==> config.mk <==
export PLATFORM = sky130hd
export DESIGN_NAME = uart_rx_cfg
export DESIGN_NICKNAME = d
export VERILOG_FILES = /design/src/rtl/uart_rx_cfg.sv
export SDC_FILE = /design/constraint.sdc
export NUM_CORES = 1
export LEC_CHECK = 0
export BUFFER_PORTS_ARGS = -buffer_cell sky130_fd_sc_hd__buf_2
export CORE_ASPECT_RATIO = 1.75
export CORE_MARGIN = 2
export CORE_UTILIZATION = 60
export DETAILED_ROUTE_END_ITERATION = 7
export PLACE_DENSITY = 0.79
export SYNTH_ARGS = -nofsm -noshare
export SYNTH_HDL_FRONTEND = slang
export SYNTH_SLANG_ARGS = --single-unit
==> constraint.sdc <==
create_clock -name clk -period 3.3 [get_ports clk]
set_clock_uncertainty 0.05 [all_clocks]
set_input_delay 0.165 -clock clk [delete_from_list [all_inputs] [get_ports clk]]
set_output_delay 0.165 -clock clk [all_outputs]
set_load 0.01 [all_outputs]
==> src/rtl/uart_rx_cfg.sv <==
// Oversampled UART receiver: configurable data/parity/stop format, 3-sample majority
// voting, line-break detection and a single-word holding register with overrun flag.
module uart_rx_cfg #(
  parameter int DATA_BITS  = 8,
  parameter int OVERSAMPLE = 16,
  parameter int PARITY     = 0,
  parameter int STOP_BITS  = 1
) (
  input  logic                 clk,
  input  logic                 reset_n,
  input  logic                 baud_tick,
  input  logic                 rx,
  output logic [DATA_BITS-1:0] data_out,
  output logic                 data_valid,
  input  logic                 data_ready,
  output logic                 parity_err,
  output logic                 frame_err,
  output logic                 break_det,
  output logic                 overrun,
  output logic                 busy
);
  localparam int CNT_W = $clog2(OVERSAMPLE);
  localparam int BIT_W = $clog2(DATA_BITS);

  localparam logic [CNT_W-1:0] SAMP0    = CNT_W'(OVERSAMPLE / 2 - 1);
  localparam logic [CNT_W-1:0] SAMP1    = CNT_W'(OVERSAMPLE / 2);
  localparam logic [CNT_W-1:0] SAMP2    = CNT_W'(OVERSAMPLE / 2 + 1);
  localparam logic [CNT_W-1:0] CNT_LAST = CNT_W'(OVERSAMPLE - 1);
  localparam logic [BIT_W-1:0] BIT_LAST = BIT_W'(DATA_BITS - 1);

  localparam logic [2:0] S_IDLE     = 3'd0;
  localparam logic [2:0] S_START    = 3'd1;
  localparam logic [2:0] S_DATA     = 3'd2;
  localparam logic [2:0] S_PARITY   = 3'd3;
  localparam logic [2:0] S_STOP     = 3'd4;
  localparam logic [2:0] S_BRK_WAIT = 3'd5;

  logic                 rx_p0, rx_p1, rx_p2;
  logic [2:0]           state;
  logic [CNT_W-1:0]     cnt;
  logic [BIT_W-1:0]     bit_cnt;
  logic                 stop_cnt;
  logic [1:0]           samp;
  logic                 seen_one;
  logic                 ferr_acc;
  logic [DATA_BITS-1:0] shift;
  logic                 par_bit;

  logic mid, wrap, bit_val, last_stop, brk_now, complete;

  function automatic logic majority3(input logic a, input logic b, input logic c);
    return (a & b) | (a & c) | (b & c);
  endfunction

  function automatic logic parity_error(input logic [DATA_BITS-1:0] d, input logic p);
    if (PARITY == 1) return ~(^d ^ p);
    else if (PARITY == 2) return ^d ^ p;
    else return 1'b0;
  endfunction

  assign mid       = baud_tick && (cnt == SAMP2);
  assign wrap      = baud_tick && (cnt == CNT_LAST);
  assign bit_val   = majority3(samp[0], samp[1], rx_p1);
  assign last_stop = (stop_cnt == 1'(STOP_BITS - 1));
  // A break ends the frame at the first stop bit even when two are configured.
  assign brk_now   = !stop_cnt && !seen_one && !bit_val;
  assign complete  = (state == S_STOP) && mid && (brk_now || last_stop);
  assign busy      = (state != S_IDLE);

  // Stage p0/p1: line synchroniser; p2 keeps the previous value for edge detect.
  always_ff @(posedge clk or negedge reset_n) begin
    if (!reset_n) begin
      rx_p0    <= 1'b1;
      rx_p1    <= 1'b1;
      rx_p2    <= 1'b1;
      state    <= S_IDLE;
      cnt      <= '0;
      bit_cnt  <= '0;
      stop_cnt <= 1'b0;
      samp     <= 2'b11;
      seen_one <= 1'b0;
      ferr_acc <= 1'b0;
    end else begin
      rx_p0 <= rx;
      rx_p1 <= rx_p0;
      rx_p2 <= rx_p1;
      if (baud_tick && state != S_IDLE && state != S_BRK_WAIT) begin
        cnt <= (cnt == CNT_LAST) ? '0 : cnt + 1'b1;
        if (cnt == SAMP0) samp[0] <= rx_p1;
        if (cnt == SAMP1) samp[1] <= rx_p1;
      end
      case (state)
        S_IDLE:
          if (rx_p2 && !rx_p1) begin
            state    <= S_START;
            cnt      <= '0;
            bit_cnt  <= '0;
            stop_cnt <= 1'b0;
            seen_one <= 1'b0;
            ferr_acc <= 1'b0;
          end
        S_START:
          if (mid && bit_val) begin
            state <= S_IDLE;
            cnt   <= '0;
          end else if (wrap) begin
            state <= S_DATA;
          end
        S_DATA: begin
          if (mid) seen_one <= seen_one | bit_val;
          if (wrap) begin
            if (bit_cnt == BIT_LAST) begin
              bit_cnt <= '0;
              state   <= (PARITY != 0) ? S_PARITY : S_STOP;
            end else begin
              bit_cnt <= bit_cnt + 1'b1;
            end
          end
        end
        S_PARITY: begin
          if (mid) seen_one <= seen_one | bit_val;
          if (wrap) state <= S_STOP;
        end
        S_STOP:
          if (mid) begin
            if (brk_now) begin
              state <= S_BRK_WAIT;
              cnt   <= '0;
            end else if (last_stop) begin
              state <= S_IDLE;
              cnt   <= '0;
            end else begin
              stop_cnt <= stop_cnt + 1'b1;
              if (!bit_val) ferr_acc <= 1'b1;
            end
          end
        S_BRK_WAIT:
          if (rx_p1) state <= S_IDLE;
        default: state <= S_IDLE;
      endcase
    end
  end

  always_ff @(posedge clk) begin
    if (state == S_DATA && mid) shift <= {bit_val, shift[DATA_BITS-1:1]};
    if (state == S_PARITY && mid) par_bit <= bit_val;
  end

  // Holding register: a completed frame is dropped only if the old word is not leaving.
  always_ff @(posedge clk or negedge reset_n) begin
    if (!reset_n) begin
      data_out   <= '0;
      data_valid <= 1'b0;
      parity_err <= 1'b0;
      frame_err  <= 1'b0;
      break_det  <= 1'b0;
      overrun    <= 1'b0;
    end else begin
      overrun <= 1'b0;
      if (complete && data_valid && !data_ready) begin
        overrun <= 1'b1;
      end else if (complete) begin
        data_out   <= shift;
        parity_err <= parity_error(shift, par_bit);
        frame_err  <= brk_now | ferr_acc | ~bit_val;
        break_det  <= brk_now;
        data_valid <= 1'b1;
      end else if (data_ready) begin
        data_valid <= 1'b0;
      end
    end
  end

endmodule

==> flow_metrics.env <==
export IMPL_status="completed"
export IMPL_dieWidth_microns=43.5
export IMPL_antenna_found_initial=0
export IMPL_seq_area_frac_synth=0.594
export IMPL_p_per_area_mw_per_mm2=673
export IMPL_synthTopCellsByArea="dfrtp_1, edfxtp_1, dfstp_2"
export IMPL_switchingPower_uw=371
export IMPL_cp_top_family="simple AND/OR/NAND/NOR gates"
export IMPL_intPower_uw=882
export IMPL_grt_remaining_overflow=0
export IMPL_path_max_fanout=15
export IMPL_min_delay_path_depth=3
export IMPL_p_seq_frac=0.507
export IMPL_min_period_ns=2.14
export IMPL_dieArea_sq_mm=0.00318
export IMPL_worstHoldPathType="in2reg"
export IMPL_synth_edf_count=8
export IMPL_syn_to_final_growth_pct=13.8
export IMPL_cp_data_required_time_ns=3.17
export IMPL_hold_violations=0
export IMPL_rows=25
export IMPL_worst_setup_path_start_kind="register"
export IMPL_die_h_microns=73.1
export IMPL_synthFlopType="dfrtp_1"
export IMPL_post_synth_top_count_cell="dfrtp_1"
export IMPL_slowest_delay_ns=0.61
export IMPL_synth_nets=143
export IMPL_synth_seq_cells=37
export IMPL_gr_usage_all_layers=0.210
export IMPL_finalCritPeriodShare=0.647
export IMPL_clock_sinks=37
export IMPL_grt_max_degree=30
export IMPL_place_area_sq_mm=0.00173
export IMPL_comb_power_share=0.195
export IMPL_io_buffers=17
export IMPL_antenna_cells=0
export IMPL_postCtsResizedCells=0
export IMPL_post_cts_buffers=0
export IMPL_instances_no_fill=182
export IMPL_dp_cells=172
export IMPL_ys_warnings_count=0
export IMPL_crit_cells=2
export IMPL_drc=0
export IMPL_drv_cap=0
export IMPL_cts_max_level=2
export IMPL_power_leakage_uw=0.000839
export IMPL_root_buffer="clkbuf_8"
export IMPL_synthTopCellsByCount="dfrtp_1, mux2_2, nand2_1, nor2_1, edfxtp_1"
export IMPL_antenna_left=0
export IMPL_synthCells=133
export IMPL_ctsLongestPathBuffers=2
export IMPL_syn_area_per_cell_sq_um=12.3
export IMPL_dr_total_vias=1068
export IMPL_maxSlewHeadroom=0.518
export IMPL_core_area_sq_mm=0.00266
export IMPL_dr_pass1_iters=4
export IMPL_fin_nets=164
export IMPL_yosys_area_top_type_share=0.367
export IMPL_clk_pin_slew_ns=0.07
export IMPL_whs_ns=0.128
export IMPL_gp_congestion=0.762
export IMPL_cts_tree="done"
export IMPL_vdd_ir_drop_worst_uv=459
export IMPL_boundaryPins=19
export IMPL_dr_first_iter_drc_count=13
export IMPL_fmax_ghz=0.468
export IMPL_critPathSlowestCell="dfrtp_1"
export IMPL_first_global_vias=1081
export IMPL_synth_cell_types=39
export IMPL_synth_async_reset_ratio=0.784
export IMPL_postRouteWirelength_mm=2.75
export IMPL_worst_slew_pin_slew_ns=0.721
export IMPL_viasPerCell=5.87
export IMPL_initial_core_util=0.616
export IMPL_cp_buffers_inverters=0
export IMPL_reg2regPathDepth=2
export IMPL_cts_buffers=5
export IMPL_avgRoutedWirePerCell_microns=15.1
export IMPL_end_kind="register"
export IMPL_post_route_util=0.701
export IMPL_grt_pass1_wl_mm=4.75
export IMPL_setup_viol=0
export IMPL_drive_gt1_frac=0.310
export IMPL_clk_latency_ns=0.29
export IMPL_setup_tns_ns=0
export IMPL_final_area_sq_mm=0.00186
export IMPL_synth_area_sq_mm=0.00164
export IMPL_slew_viol_final=0
export IMPL_rsz0062_at_grt="no"
export IMPL_swShare=0.296
export IMPL_cp_data_arrival_time_ns=2.00
export IMPL_synth_largest_area_cell="dfrtp_1"
export IMPL_worstSetupPathType="reg2reg"
export IMPL_power_share_clock=0.298
export IMPL_path_cells="or3b_2, nor2_1"
-- cells by family (layout without fill, tap and decap cells) --
kind of cell / count (synthesis) / in the layout / share of synthesized area
xor+xnor: 2 / 2 / 0.0107
fa+ha+maj: 6 / 6 / 0.0443
buf+inv: 10 / 32 / 0.0275
compound gates: 24 / 24 / 0.0933
other cells: 1 / 1 / 0.00229
simple gates: 41 / 41 / 0.146
mux: 12 / 12 / 0.0818
flops: 37 / 37 / 0.594
-- final timing paths --
| check | startpoint | end | slack (ns) |
|---|---|---|---|
| worst max-delay path | state[1] | shift[0] | 1.16 |
| worst min-delay path | data_ready | overrun | 0.13 |
| worst max register to register | state[1] | shift[0] | 1.16 |
| worst min register to register | rx_p0 | rx_p1 | 0.31 |
| max in group asynchronous | reset_n | data_out[0] | 2.40 |
| min in group asynchronous | reset_n | data_out[5] | 0.39 |
-- stage by stage --
step	power, uW	setup WS, ns
after global routing	1330	1.07
final	1250	1.16
after detailed placement	887	1.20
after CTS	1260	1.18
after global placement	864	1.24
after floorplan	817	1.43
-- worst min-delay path, delay by kind of cell --
kind / cells / cell delay, ns
buffers and inverters: 1 / 0.07
AND/OR/NAND/NOR: 2 / 0.19
-- per-layer routing --
layer  vias to the layer above  track usage  share of wire
li1                        512            -              -
met1                       533        0.211           0.36
met2                        17        0.375           0.58
met3                         6       0.0693          0.035
met4                         0        0.101          0.021
met5                         -            0              0
-- cell type report --
type                    instances  area [sq um]
clock buffers                   5          68.8
clock inverters                 3          41.3
fillers                       196           796
inverters                       4          15.0
multi-input cells              86           619
flip-flops and latches         37           972
well taps                      27          33.8
repair buffers                 20           113
-- state kept, by name, indices dropped and copies added, names as in the netlist, 2 cells and up --
signal    flops
shift         8
bit_cnt       3
state         3
data_out      8
samp          2
cnt           4
-- layout by cell type, fill, tap and decap left out, types with 2 or more instances in the layout --
master | synthesis | final
dfrtp_1 | 24 | 24
ha_1 | 5 | 5
o311ai_0 | 2 | 2
clkbuf_8 | 0 | 5
a21oi_1 | 7 | 7
xor2_1 | 2 | 2
inv_1 | 4 | 4
nor3b_1 | 2 | 2
nand2b_1 | 4 | 4
nor2_1 | 10 | 10
mux2_2 | 11 | 11
nand2_1 | 10 | 10
dfstp_2 | 5 | 5
o21ai_0 | 6 | 6
dlygate4sd3_1 | 0 | 2
a31oi_1 | 2 | 2
or3_1 | 4 | 4
buf_2 | 0 | 17
edfxtp_1 | 8 | 8
-- timing repair --
action | in CTS | in global routing
setup endpoints to repair | 0 | 0
endpoints found under the hold margin | 25 | 0
hold buffers | 2 | 0
-- power groups by stage --
stage / clock [uW] / combinational (uW) / sequential, uW
floorplan: 0 / 222 / 594
global placement: 0 / 229 / 635
detailed placement: 0 / 246 / 641
CTS: 383 / 249 / 633
global route: 399 / 285 / 649
finish: 373 / 244 / 636
(Power assumes the default switching activity.)
